==> src/rtl/memory_top.sv <==
// memory_top: RV32 memory stage with req/ack data bus, load formatting,
// store strobes, bus timeout and the M/W pipeline register.
module memory_top #(
  parameter int DATA_WIDTH = 32,
  parameter int ADDR_WIDTH = 5,
  parameter int TIMEOUT    = 16
) (
  input  logic                  clk,
  input  logic                  reset,
  input  logic                  RegWriteM,
  input  logic [1:0]            ResultSrcM,
  input  logic                  MemWriteM,
  input  logic [2:0]            MemoryOpM,
  input  logic [DATA_WIDTH-1:0] ALUResultM,
  input  logic [DATA_WIDTH-1:0] WriteDataM,
  input  logic [ADDR_WIDTH-1:0] RdM,
  input  logic [DATA_WIDTH-1:0] PCPlus4M,
  output logic                  mem_req,
  output logic                  mem_we,
  output logic [DATA_WIDTH-1:0] mem_addr,
  output logic [DATA_WIDTH-1:0] mem_wdata,
  output logic [3:0]            mem_wstrb,
  input  logic [DATA_WIDTH-1:0] mem_rdata,
  input  logic                  mem_ack,
  output logic                  MemStallM,
  output logic [DATA_WIDTH-1:0] ReadDataM,
  output logic                  misaligned_o,
  output logic                  bus_err_o,
  output logic                  RegWriteW,
  output logic [ADDR_WIDTH-1:0] RdW,
  output logic [DATA_WIDTH-1:0] ResultW
);
  localparam int CW = $clog2(TIMEOUT + 1);
  typedef enum logic [1:0] {IDLE, WAIT, ERR} state_t;
  state_t                state_q, state_d;
  logic [CW-1:0]         cnt_q, cnt_d;
  logic                  bus_err_q, bus_err_d;
  logic                  reg_write_w_q, reg_write_w_d;
  logic [ADDR_WIDTH-1:0] rd_w_q, rd_w_d;
  logic [DATA_WIDTH-1:0] result_w_q, result_w_d;
  logic                  access, mis, req, stall, done;
  logic [1:0]            off, size;
  logic [DATA_WIDTH-1:0] shifted, fmt;
  logic [15:0]           half;
  always_comb begin
    off    = ALUResultM[1:0];
    size   = MemoryOpM[1:0];
    access = MemWriteM | (ResultSrcM == 2'b01);
    mis    = (size == 2'b01 & off[0]) | (size[1] & |off);
    state_d   = state_q;
    cnt_d     = cnt_q;
    bus_err_d = bus_err_q;
    req       = 1'b0;
    stall     = 1'b0;
    done      = 1'b0;
    case (state_q)
      IDLE: if (access & ~mis) begin
        req = 1'b1;
        done = mem_ack;
        stall = ~mem_ack;
        state_d = mem_ack ? IDLE : WAIT;
        cnt_d = mem_ack ? '0 : CW'(1);
      end
      WAIT: begin
        req = 1'b1;
        done = mem_ack;
        stall = ~mem_ack;
        cnt_d = mem_ack ? '0 : cnt_q + 1'b1;
        state_d = mem_ack ? IDLE : (cnt_d == CW'(TIMEOUT)) ? ERR : WAIT;
        bus_err_d = bus_err_q | (~mem_ack & cnt_d == CW'(TIMEOUT));
      end
      default: begin
        state_d = IDLE;
        cnt_d = '0;
      end
    endcase
  end
  // Load lane selection and extension; funct3[2] selects zero extension.
  always_comb begin
    shifted   = mem_rdata >> {off, 3'b000};
    half      = off[1] ? mem_rdata[31:16] : mem_rdata[15:0];
    fmt       = size == 2'b00 ? {{24{~MemoryOpM[2] & shifted[7]}}, shifted[7:0]} :
                size == 2'b01 ? {{16{~MemoryOpM[2] & half[15]}}, half} : mem_rdata;
    ReadDataM = done ? fmt : '0;
    mem_addr  = {ALUResultM[31:2], 2'b00};
    mem_we    = MemWriteM;
    mem_wdata = size == 2'b00 ? {4{WriteDataM[7:0]}} :
                size == 2'b01 ? {2{WriteDataM[15:0]}} : WriteDataM;
    mem_wstrb = ~MemWriteM ? 4'b0000 :
                size == 2'b00 ? 4'b0001 << off :
                size == 2'b01 ? 4'b0011 << off : 4'b1111;
    mem_req      = req & ~reset;
    MemStallM    = stall & ~reset;
    misaligned_o = (state_q == IDLE) & access & mis;
    bus_err_o    = bus_err_q;
    reg_write_w_d = stall ? 1'b0 : RegWriteM;
    rd_w_d        = stall ? '0 : RdM;
    result_w_d    = stall ? '0 :
                    ResultSrcM == 2'b01 ? ReadDataM :
                    ResultSrcM == 2'b10 ? PCPlus4M : ALUResultM;
    RegWriteW = reg_write_w_q;
    RdW       = rd_w_q;
    ResultW   = result_w_q;
  end
  always_ff @(posedge clk or posedge reset) begin
    if (reset) begin
      state_q       <= IDLE;
      cnt_q         <= '0;
      bus_err_q     <= 1'b0;
      reg_write_w_q <= 1'b0;
      rd_w_q        <= '0;
      result_w_q    <= '0;
    end else begin
      state_q       <= state_d;
      cnt_q         <= cnt_d;
      bus_err_q     <= bus_err_d;
      reg_write_w_q <= reg_write_w_d;
      rd_w_q        <= rd_w_d;
      result_w_q    <= result_w_d;
    end
  end
endmodule

==> config.mk <==
export PLATFORM = sky130hd
export DESIGN_NAME = memory_top
export DESIGN_NICKNAME = d
export VERILOG_FILES = /design/src/rtl/memory_top.sv
export SDC_FILE = /design/constraint.sdc
export NUM_CORES = 1
export LEC_CHECK = 0
export BUFFER_PORTS_ARGS = -buffer_cell sky130_fd_sc_hd__buf_4
export CORE_ASPECT_RATIO = 1.4
export CORE_MARGIN = 1.5
export CORE_UTILIZATION = 33
export CTS_BUF_LIST = sky130_fd_sc_hd__clkbuf_8
export CTS_CLUSTER_DIAMETER = 200
export CTS_CLUSTER_SIZE = 14
export DETAILED_ROUTE_END_ITERATION = 6
export GPL_TIMING_DRIVEN = 0
export PLACE_DENSITY = 0.66
export SYNTH_ARGS = -nofsm -noshare
export SYNTH_HDL_FRONTEND = slang
export SYNTH_SLANG_ARGS = --single-unit
==> constraint.sdc <==
create_clock -name clk -period 7.1 [get_ports clk]
set_input_delay 2.13 -clock clk [delete_from_list [all_inputs] [get_ports clk]]
set_output_delay 2.13 -clock clk [all_outputs]
set_load 0.01 [all_outputs]
==> impl_metrics.tcl, run 1 <==
set metrics [dict create \
    status "complete, but fails checks" \
    failed_checks "DRC" \
    max_cap_violations 0 \
    finalCritPeriodShare_pct 92.2 \
    drv_slew 0 \
    yosysWarnings 0 \
    first_global_vias 4885 \
    syn_area_sq_um 4250 \
    synthArstFlopShare_pct 100 \
    timing.rr.end "ResultW[28]" \
    pre_cts_slack_ns 0.596 \
    synth_seq_cells 46 \
    critPathArrivalTime_ns 4.42 \
    design_area_sq_um 6680 \
    finalClockSkew_ns 0.0132 \
    reg2reg_depth 5 \
    synth_edf_count 0 \
    peakVddDrop_mv 0.0691 \
    grt_pass1_wl_um 26900 \
    vias_per_cell 5.20 \
    fin_cells 973 \
    num_vias 5062 \
    drc 10 \
    hold_start "bus_err_o" \
    ys_types 52 \
    io-pin-count 286 \
    rows 48 \
    period_needed_ns 6.55 \
    insertion_delay_ns 0.31 \
    placed_area_sq_um 6590 \
    hold_depth 1 \
    ctsHtreeMaxLevel 2 \
    synth.top_cell.area_share_pct 27.1 \
    num-nets-final 970 \
    cts.repair.resized 0 \
    diodes 0 \
    r2r_start "state_q[0]" \
    cts_tree "yes" \
    layout.cells.most_common_list "324 x buf_4, 65 x o21ai_0, 46 x dfrtp_1" \
    port-buffer-count 283 \
    clk_path_buf_depth 2 \
    startpoint "ALUResultM[1]" \
    ys_top_cells_by_area "dfrtp_1 27%, mux2_2 8.7%, mux2i_1 7.8%" \
    dp_hpwl_um 15300 \
    ys_seq_area_share_pct 27.1 \
    dp.cells 965 \
    antenna_found_initial 0 \
    hold_end "bus_err_o" \
    fin_tns_setup_ns 0 \
    start_util_pct 34.2 \
    gp_congestion 0.899 \
    worstPathMaxFanout 10 \
    routed_wl_um 18100 \
    synth_top_cell_by_area "dfrtp_1" \
    core_area_sq_um 12400 \
    max-slew-margin-rel_pct 55.8 \
    leakagePower_nw 3.41 \
    cts.sinks 46 \
    hold_violations 0 \
    first_pass_iters 7 \
    root_buffer "clkbuf_8" \
    cp-end-kind "output pin" \
    avgSynthCellArea_sq_um 8.02 \
    fp.dieH_um 137 \
    grt_max_degree 29 \
    synthCells 530 \
    fin_ws_ns 0.552 \
    die-area_sq_um 13600 \
    critPathLaunchType "primary input" \
    area_growth_pct 57.1 \
    fmax_mhz 153 \
    setup.worst_path.class "primary input to output pin" \
    cts-buffers-inserted 5 \
    worstHoldPathType "flop to flop" \
    grt_usage_pct 25.6 \
    powerDensity_nw_per_um2 133 \
    postCtsSetupRepairBufs 0 \
    finalSetupViolCount 0 \
    synth_ff_type "dfrtp_1" \
    rsz0062_at_grt "no" \
    dr.first_iter.drc_count 238 \
    nFillCells 1170 \
    worst-endpoint-required_ns 4.97 \
    grt_overflow 0 \
    final_common_cell "buf_4" \
    cts.clk_slew.worst_paths_ns 0.09 \
    wire_per_inst_um 18.6 \
    layout-drive-gt1-share_pct 46.8 \
    worst_slew_pin_slew_ns 0.663 \
    reg2reg_slack_ns 5.14 \
    fp.dieW_um 98.9 \
    ant_nets 0 \
    cts-hold-fix-buffers 0 \
]
[registers in the layout, summed over array words and instances, names as in the netlist]
register   flops
RegWriteW      1
state_q        2
RdW            5
cnt_q          5
ResultW       32
bus_err_o      1
[stage by stage]
stage                     hold WS (ns)  util, %  power (mW)
final                            0.506     53.7       0.891
after global routing             0.542     53.7       0.941
after floorplan                  0.513        -       0.500
after global placement           0.465     52.8       0.715
after detailed placement         0.486     53.0       0.722
after CTS                        0.512     53.7       0.895
[final cells by class]
class	count	area, sq um	area share (%)
Timing Repair Buffer	284	2140	32.1
Sequential cell	46	1150	17.2
Multi-Input combinational cell	378	2520	37.7
Clock buffer	5	68.8	1.03
Tap cell	150	188	2.81
Buffer	82	494	7.40
Clock inverter	3	23.8	0.356
Inverter	25	93.8	1.40
[critical path: stages]
cell and delay (ns):
buf_4 0.12, clkbuf_2 0.15, inv_1 0.16, ha_1 0.24, nor3b_1 0.09, a31oi_4 0.24
nand3_2 0.11, buf_6 0.16, nand3b_1 0.39, buf_2 0.32, a21oi_1 0.16, buf_4 0.14
[cell families (layout without fill, tap and decap cells)]
group	Yosys count	count (layout)	share of synthesized area (%)
and+or+nand+nor	161	161	19.0
AOI/OAI and AO/OA	141	141	21.4
buffers and inverters	107	399	13.8
muxes	66	66	16.5
DFF	46	46	27.1
adders and majority gates	5	5	1.47
xor gates and xnor gates	3	3	0.618
other	1	2	0.0882
[layer usage]
layer	routed length (um)	vias up	track usage, %
met1	6620	2349	29.3
li1	-	2392	-
met2	9510	269	47.3
met3	1210	52	3.96
met5	0	-	0
met4	767	0	10.6
[power breakdown]
group          total [mW]  switching, mW  internal (mW)  leakage (nW)
Sequential          0.298        0.00998          0.288         0.583
Combinational       0.420          0.205          0.215          2.79
Clock               0.173          0.102         0.0706        0.0408
Total               0.891          0.317          0.574          3.41
[Yosys cell counts, types with 3 or more instances]
library cell and count:
a21o_1 8, a21oi_1 18, a22oi_1 3, a2bb2oi_1 7, and2_1 9, buf_1 3, buf_2 7, buf_4 41
buf_6 3, clkbuf_1 27, dfrtp_1 46, ha_1 5, inv_1 25, mux2_2 33, mux2i_1 33, nand2_1 39
nand3_1 4, nor2_1 45, nor2b_1 17, nor3_1 19, nor3b_1 9, nor4b_1 7, o21ai_0 65, o22a_1 7
o31ai_1 9, o32a_1 7, xor2_1 3
[worst max-delay path by stage]
stage / cells after the start / to / slack (ns)
2_1_floorplan: 10 / ReadDataM[21] / 1.26
3_3_place_gp: 12 / ReadDataM[23] / 0.62
3_5_place_dp: 12 / ReadDataM[25] / 0.60
4_1_cts: 12 / ReadDataM[25] / 0.58
5_1_grt: 12 / ReadDataM[25] / 0.36
6_report: 12 / ReadDataM[25] / 0.55
No activity file was read; power rests on OpenSTA's default activity.
==> run 2, diff against run 1 <==
--- a/config.mk
+++ b/config.mk
@@ -14,7 +14,7 @@
 export CTS_CLUSTER_SIZE = 14
 export DETAILED_ROUTE_END_ITERATION = 6
 export GPL_TIMING_DRIVEN = 0
-export PLACE_DENSITY = 0.66
+export PLACE_DENSITY_LB_ADDON = 0.05
 export SYNTH_ARGS = -nofsm -noshare
 export SYNTH_HDL_FRONTEND = slang
 export SYNTH_SLANG_ARGS = --single-unit
==> impl_metrics.tcl, run 2 (synthesized netlist as in run 1, its figures left out) <==
set metrics [dict create \
    final_common_cell "buf_4" \
    dp.cells 965 \
    placed_area_sq_um 6590 \
    rsz0062_at_grt "no" \
    ant_nets 0 \
    design_area_sq_um 6680 \
    drv_slew 0 \
    grt_max_degree 39 \
    worstHoldPathType "flop to flop" \
    postCtsSetupRepairBufs 0 \
    reg2reg_depth 6 \
    multi_input_comb_area_sq_um 2520 \
    rows 48 \
    grt_pass1_wl_um 27100 \
    vias_per_cell 5.12 \
    start_util_pct 34.2 \
    busiest_layer "met2" \
    dp_hpwl_um 15400 \
    grtUsageMet2_pct 46.9 \
    gp_congestion 0.895 \
    powerDensity_nw_per_um2 134 \
    nFillCells 1231 \
    root_buffer "clkbuf_8" \
    cts_tree "yes" \
    failed_checks "DRC" \
    hold_violations 0 \
    cts-buffers-inserted 5 \
    ctsHtreeMaxLevel 2 \
    period_needed_ns 6.46 \
    cts-hold-fix-buffers 0 \
    regArea_sq_um 1150 \
    largest_register_ff_count 32 \
    grt_usage_pct 25.8 \
    grt_overflow 0 \
    worst-endpoint-required_ns 4.97 \
    worst_slew_pin_slew_ns 0.687 \
    peakVddDrop_mv 0.0664 \
    hold_start "bus_err_o" \
    fin_cells 973 \
    wire_per_inst_um 18.9 \
    first_global_vias 5030 \
    layout.cells.most_common_list "324 x buf_4, 65 x o21ai_0, 46 x dfrtp_1" \
    reg2reg_slack_ns 5.08 \
    r2r_start "state_q[0]" \
    cts.repair.resized 0 \
    cp-end-kind "output pin" \
    fp.dieW_um 98.9 \
    fp.dieH_um 137 \
    max-slew-margin-rel_pct 54.2 \
    antenna_found_initial 0 \
    die-area_sq_um 13600 \
    worstPathMaxFanout 10 \
    critPathArrivalTime_ns 4.33 \
    core_area_sq_um 12400 \
    io-pin-count 286 \
    port-buffer-count 283 \
    critPathLaunchType "primary input" \
    hold_end "bus_err_o" \
    num_vias 4985 \
    met3_usage_pct 5.78 \
    finalCritPeriodShare_pct 91.0 \
    layout-drive-gt1-share_pct 46.8 \
    routed_wl_um 18400 \
    drc 22 \
    setup.worst_path.class "primary input to output pin" \
    hold_depth 1 \
    fin_tns_setup_ns 0 \
    num-nets-final 970 \
    timing.rr.end "ResultW[7]" \
    cts.sinks 46 \
    first_pass_iters 7 \
    insertion_delay_ns 0.32 \
    diodes 0 \
    cts.clk_slew.worst_paths_ns 0.10 \
    met1_usage_pct 30.2 \
    finalClockSkew_ns 0.00535 \
    status "complete, but fails checks" \
    finalSetupViolCount 0 \
    dr.first_iter.drc_count 247 \
    fmax_mhz 155 \
    leakagePower_nw 3.41 \
    clk_path_buf_depth 2 \
    area_growth_pct 57.1 \
    max_cap_violations 0 \
]
-- run 2: cell counts in the layout (fill, tap and decap cells not counted) --
No cell type changed its count.
-- run 2: power by group --
| part | leakage (nW) | total (mW) | internal, mW | switching (mW) |
|---|---|---|---|---|
| registers | 0.583 | 0.300 | 0.288 | 0.0114 |
| clock network | 0.0408 | 0.179 | 0.0707 | 0.108 |
| logic | 2.79 | 0.418 | 0.215 | 0.203 |
| total | 3.41 | 0.897 | 0.574 | 0.323 |
-- run 2: per-stage QoR --
step	setup slack, ns	power (mW)	utilization (%)	hold slack [ns]
2_1_floorplan	1.26	0.500	-	0.513
3_3_place_gp	0.690	0.715	52.8	0.466
3_5_place_dp	0.663	0.723	53.0	0.478
4_1_cts	0.644	0.902	53.7	0.505
5_1_grt	0.455	0.944	53.7	0.518
6_report	0.640	0.897	53.7	0.503
-- run 2: how the worst max path moves through the flow --
stage / to / start
after floorplan: ReadDataM[21] / ALUResultM[1]
after global placement: ReadDataM[10] / ALUResultM[0]
after detailed placement: ReadDataM[10] / ALUResultM[0]
after CTS: ReadDataM[10] / ALUResultM[0]
after global routing: ReadDataM[10] / ALUResultM[0]
final: ReadDataM[29] / ALUResultM[0]
-- run 2: final cells by class --
cell class | instances | share of cell area (%)
Inverter | 25 | 1.40
Multi-Input combinational cell | 378 | 37.7
Timing Repair Buffer | 284 | 32.1
Sequential cell | 46 | 17.2
Tap cell | 150 | 2.81
Clock buffer | 5 | 1.03
Clock inverter | 3 | 0.356
Buffer | 82 | 7.40
-- run 2: metal layers --
layer | vias to the layer above | routed length, um
li1 | 2395 | -
met1 | 2336 | 7060
met2 | 232 | 9440
met3 | 22 | 1530
met4 | 0 | 399
met5 | - | 0
-- run 2: worst max-delay path: stages --
cell and delay (ns):
buf_4 0.09, buf_2 0.23, inv_1 0.12, ha_1 0.26
nor3b_1 0.35, a31oi_4 0.10, nand3_2 0.11, buf_6 0.14
nand3b_1 0.25, buf_2 0.28, a21oi_1 0.08, buf_4 0.18
==> run 3, diff against run 2 <==
--- a/config.mk
+++ b/config.mk
@@ -5,7 +5,7 @@
 export SDC_FILE = /design/constraint.sdc
 export NUM_CORES = 1
 export LEC_CHECK = 0
-export BUFFER_PORTS_ARGS = -buffer_cell sky130_fd_sc_hd__buf_4
+export CAP_MARGIN = 20
 export CORE_ASPECT_RATIO = 1.4
 export CORE_MARGIN = 1.5
 export CORE_UTILIZATION = 33
@@ -13,6 +13,7 @@
 export CTS_CLUSTER_DIAMETER = 200
 export CTS_CLUSTER_SIZE = 14
 export DETAILED_ROUTE_END_ITERATION = 6
+export DONT_BUFFER_PORTS = 1
 export GPL_TIMING_DRIVEN = 0
 export PLACE_DENSITY_LB_ADDON = 0.05
 export SYNTH_ARGS = -nofsm -noshare
==> impl_metrics.tcl, run 3 (synthesized netlist as in run 1, its figures left out) <==
set metrics [dict create \
    die-area_sq_um 13600 \
    ant_nets 0 \
    combPwrFrac_pct 30.4 \
    cp-end-kind "output pin" \
    cp_slowest_cell "a21oi_1" \
    utilization_pct 36.8 \
    hold_violations 0 \
    grt_overflow 0 \
    period_needed_ns 6.36 \
    cts.repair.resized 0 \
    start_util_pct 34.2 \
    finalSetupViolCount 0 \
    finalCritPeriodShare_pct 89.6 \
    diodes 0 \
    wire_per_inst_um 24.4 \
    status "complete, but fails checks" \
    antenna_found_initial 0 \
    layout.cells.most_common_list "65 x o21ai_0, 46 x dfrtp_1, 45 x nor2_1" \
    critPathBufInv 4 \
    startpoint "ALUResultM[1]" \
    worst_slew_pin_slew_ns 0.698 \
    rsz0062_at_grt "no" \
    insertion_delay_ns 0.32 \
    p_sw_share_pct 35.8 \
    worstHoldPathType "flop to flop" \
    dp_hpwl_um 14100 \
    gp_congestion 0.820 \
    worst-endpoint-required_ns 4.97 \
    root_buffer "clkbuf_8" \
    worstPathCellList "clkbuf_2, inv_1, ha_1, nor3b_1, a31oi_4, nand3_2, buf_6, nand3b_1, buf_2, a21oi_1" \
    num_vias 3897 \
    p_int_mw 0.488 \
    seqPwrFrac_pct 41.5 \
    failed_checks "DRC" \
    grt_pass1_wl_um 23900 \
    cts-buffers-inserted 5 \
    p_sw_mw 0.273 \
    port-buffer-count 0 \
    power_frac_clock_pct 28.1 \
    largest_register_ff_count 32 \
    hold_start "bus_err_o" \
    dr.first_iter.drc_count 206 \
    leakagePower_nw 2.04 \
    power.total_mw 0.761 \
    layout-drive-gt1-share_pct 18.9 \
    r2r_start "state_q[0]" \
    cp_top_family "buffers and inverters" \
    finalClockSkew_ns 0.0137 \
    setup.worst_path.class "primary input to output pin" \
    max_cap_violations 0 \
    fp.dieW_um 98.9 \
    routed_wl_um 16800 \
    first_pass_iters 7 \
    cts.clk_slew.worst_paths_ns 0.09 \
    cts-hold-fix-buffers 0 \
    first_global_vias 3924 \
    powerDensity_nw_per_um2 166 \
    num-nets-final 687 \
    cts.sinks 46 \
    io-pin-count 286 \
    fp.dieH_um 137 \
    vias_per_cell 5.65 \
    area_growth_pct 7.62 \
    fmax_mhz 157 \
    clk_path_buf_depth 2 \
    peakVddDrop_mv 0.0797 \
    fin_tns_setup_ns 0 \
    drv_slew 0 \
    ctsHtreeMaxLevel 2 \
    critPathArrivalTime_ns 4.23 \
    cpPeakStageDelay_ns 0.36 \
    cts_tree "yes" \
    core_area_sq_um 12400 \
    rows 48 \
    final_common_cell "o21ai_0" \
    drc 19 \
    grt_max_degree 31 \
    max-slew-margin-rel_pct 53.4 \
    postCtsSetupRepairBufs 0 \
    worstPathMaxFanout 10 \
    grt_usage_pct 23.6 \
    critPathLaunchType "primary input" \
]
==> run 3: routing by layer <==
metal	routed length [um]	up-vias	GRT usage [%]
met4	266	0	5.95
li1	-	1833	-
met2	8510	184	41.7
met1	6490	1865	27.1
met5	0	-	0
met3	1560	15	8.12
==> run 3: worst paths after layout <==
| path | to | slack (ns) | cells past startpoint |
|---|---|---|---|
| max | ReadDataM[23] | 0.74 | 10 |
| min | bus_err_o | 0.57 | 1 |
| max reg2reg | ResultW[6] | 5.09 | 6 |
| min reg2reg | bus_err_o | 0.57 | 1 |
| max in group asynchronous | ResultW[16] | 4.92 | 2 |
| min in group asynchronous | ResultW[10] | 1.68 | 1 |
==> run 3: final cells by class <==
| class | instances | area, sq um |
|---|---|---|
| clock inverters | 3 | 43.8 |
| inverters | 25 | 93.8 |
| flip-flops and latches | 46 | 1150 |
| repair buffers | 1 | 20.0 |
| well taps | 150 | 188 |
| fillers | 1298 | 7860 |
| multi-input cells | 378 | 2520 |
| clock buffers | 5 | 68.8 |
| plain buffers | 82 | 494 |
==> run 3: through the flow <==
stage	setup WS (ns)	std cells	area, sq um	hold WS [ns]
after floorplan	1.26	531	4260	0.513
after global placement	0.722	681	4440	0.544
after detailed placement	0.761	682	4460	0.553
after CTS	0.756	690	4580	0.578
after global routing	0.637	690	4580	0.587
final	0.738	690	4580	0.571
==> run 3: power groups by stage <==
| stage | Combinational [mW] | Clock, mW | Sequential (mW) |
|---|---|---|---|
| global route | 0.255 | 0.229 | 0.319 |
| detailed placement | 0.233 | 0 | 0.321 |
| finish | 0.232 | 0.214 | 0.316 |
| CTS | 0.233 | 0.224 | 0.316 |
| floorplan | 0.184 | 0 | 0.316 |
| global placement | 0.230 | 0 | 0.322 |
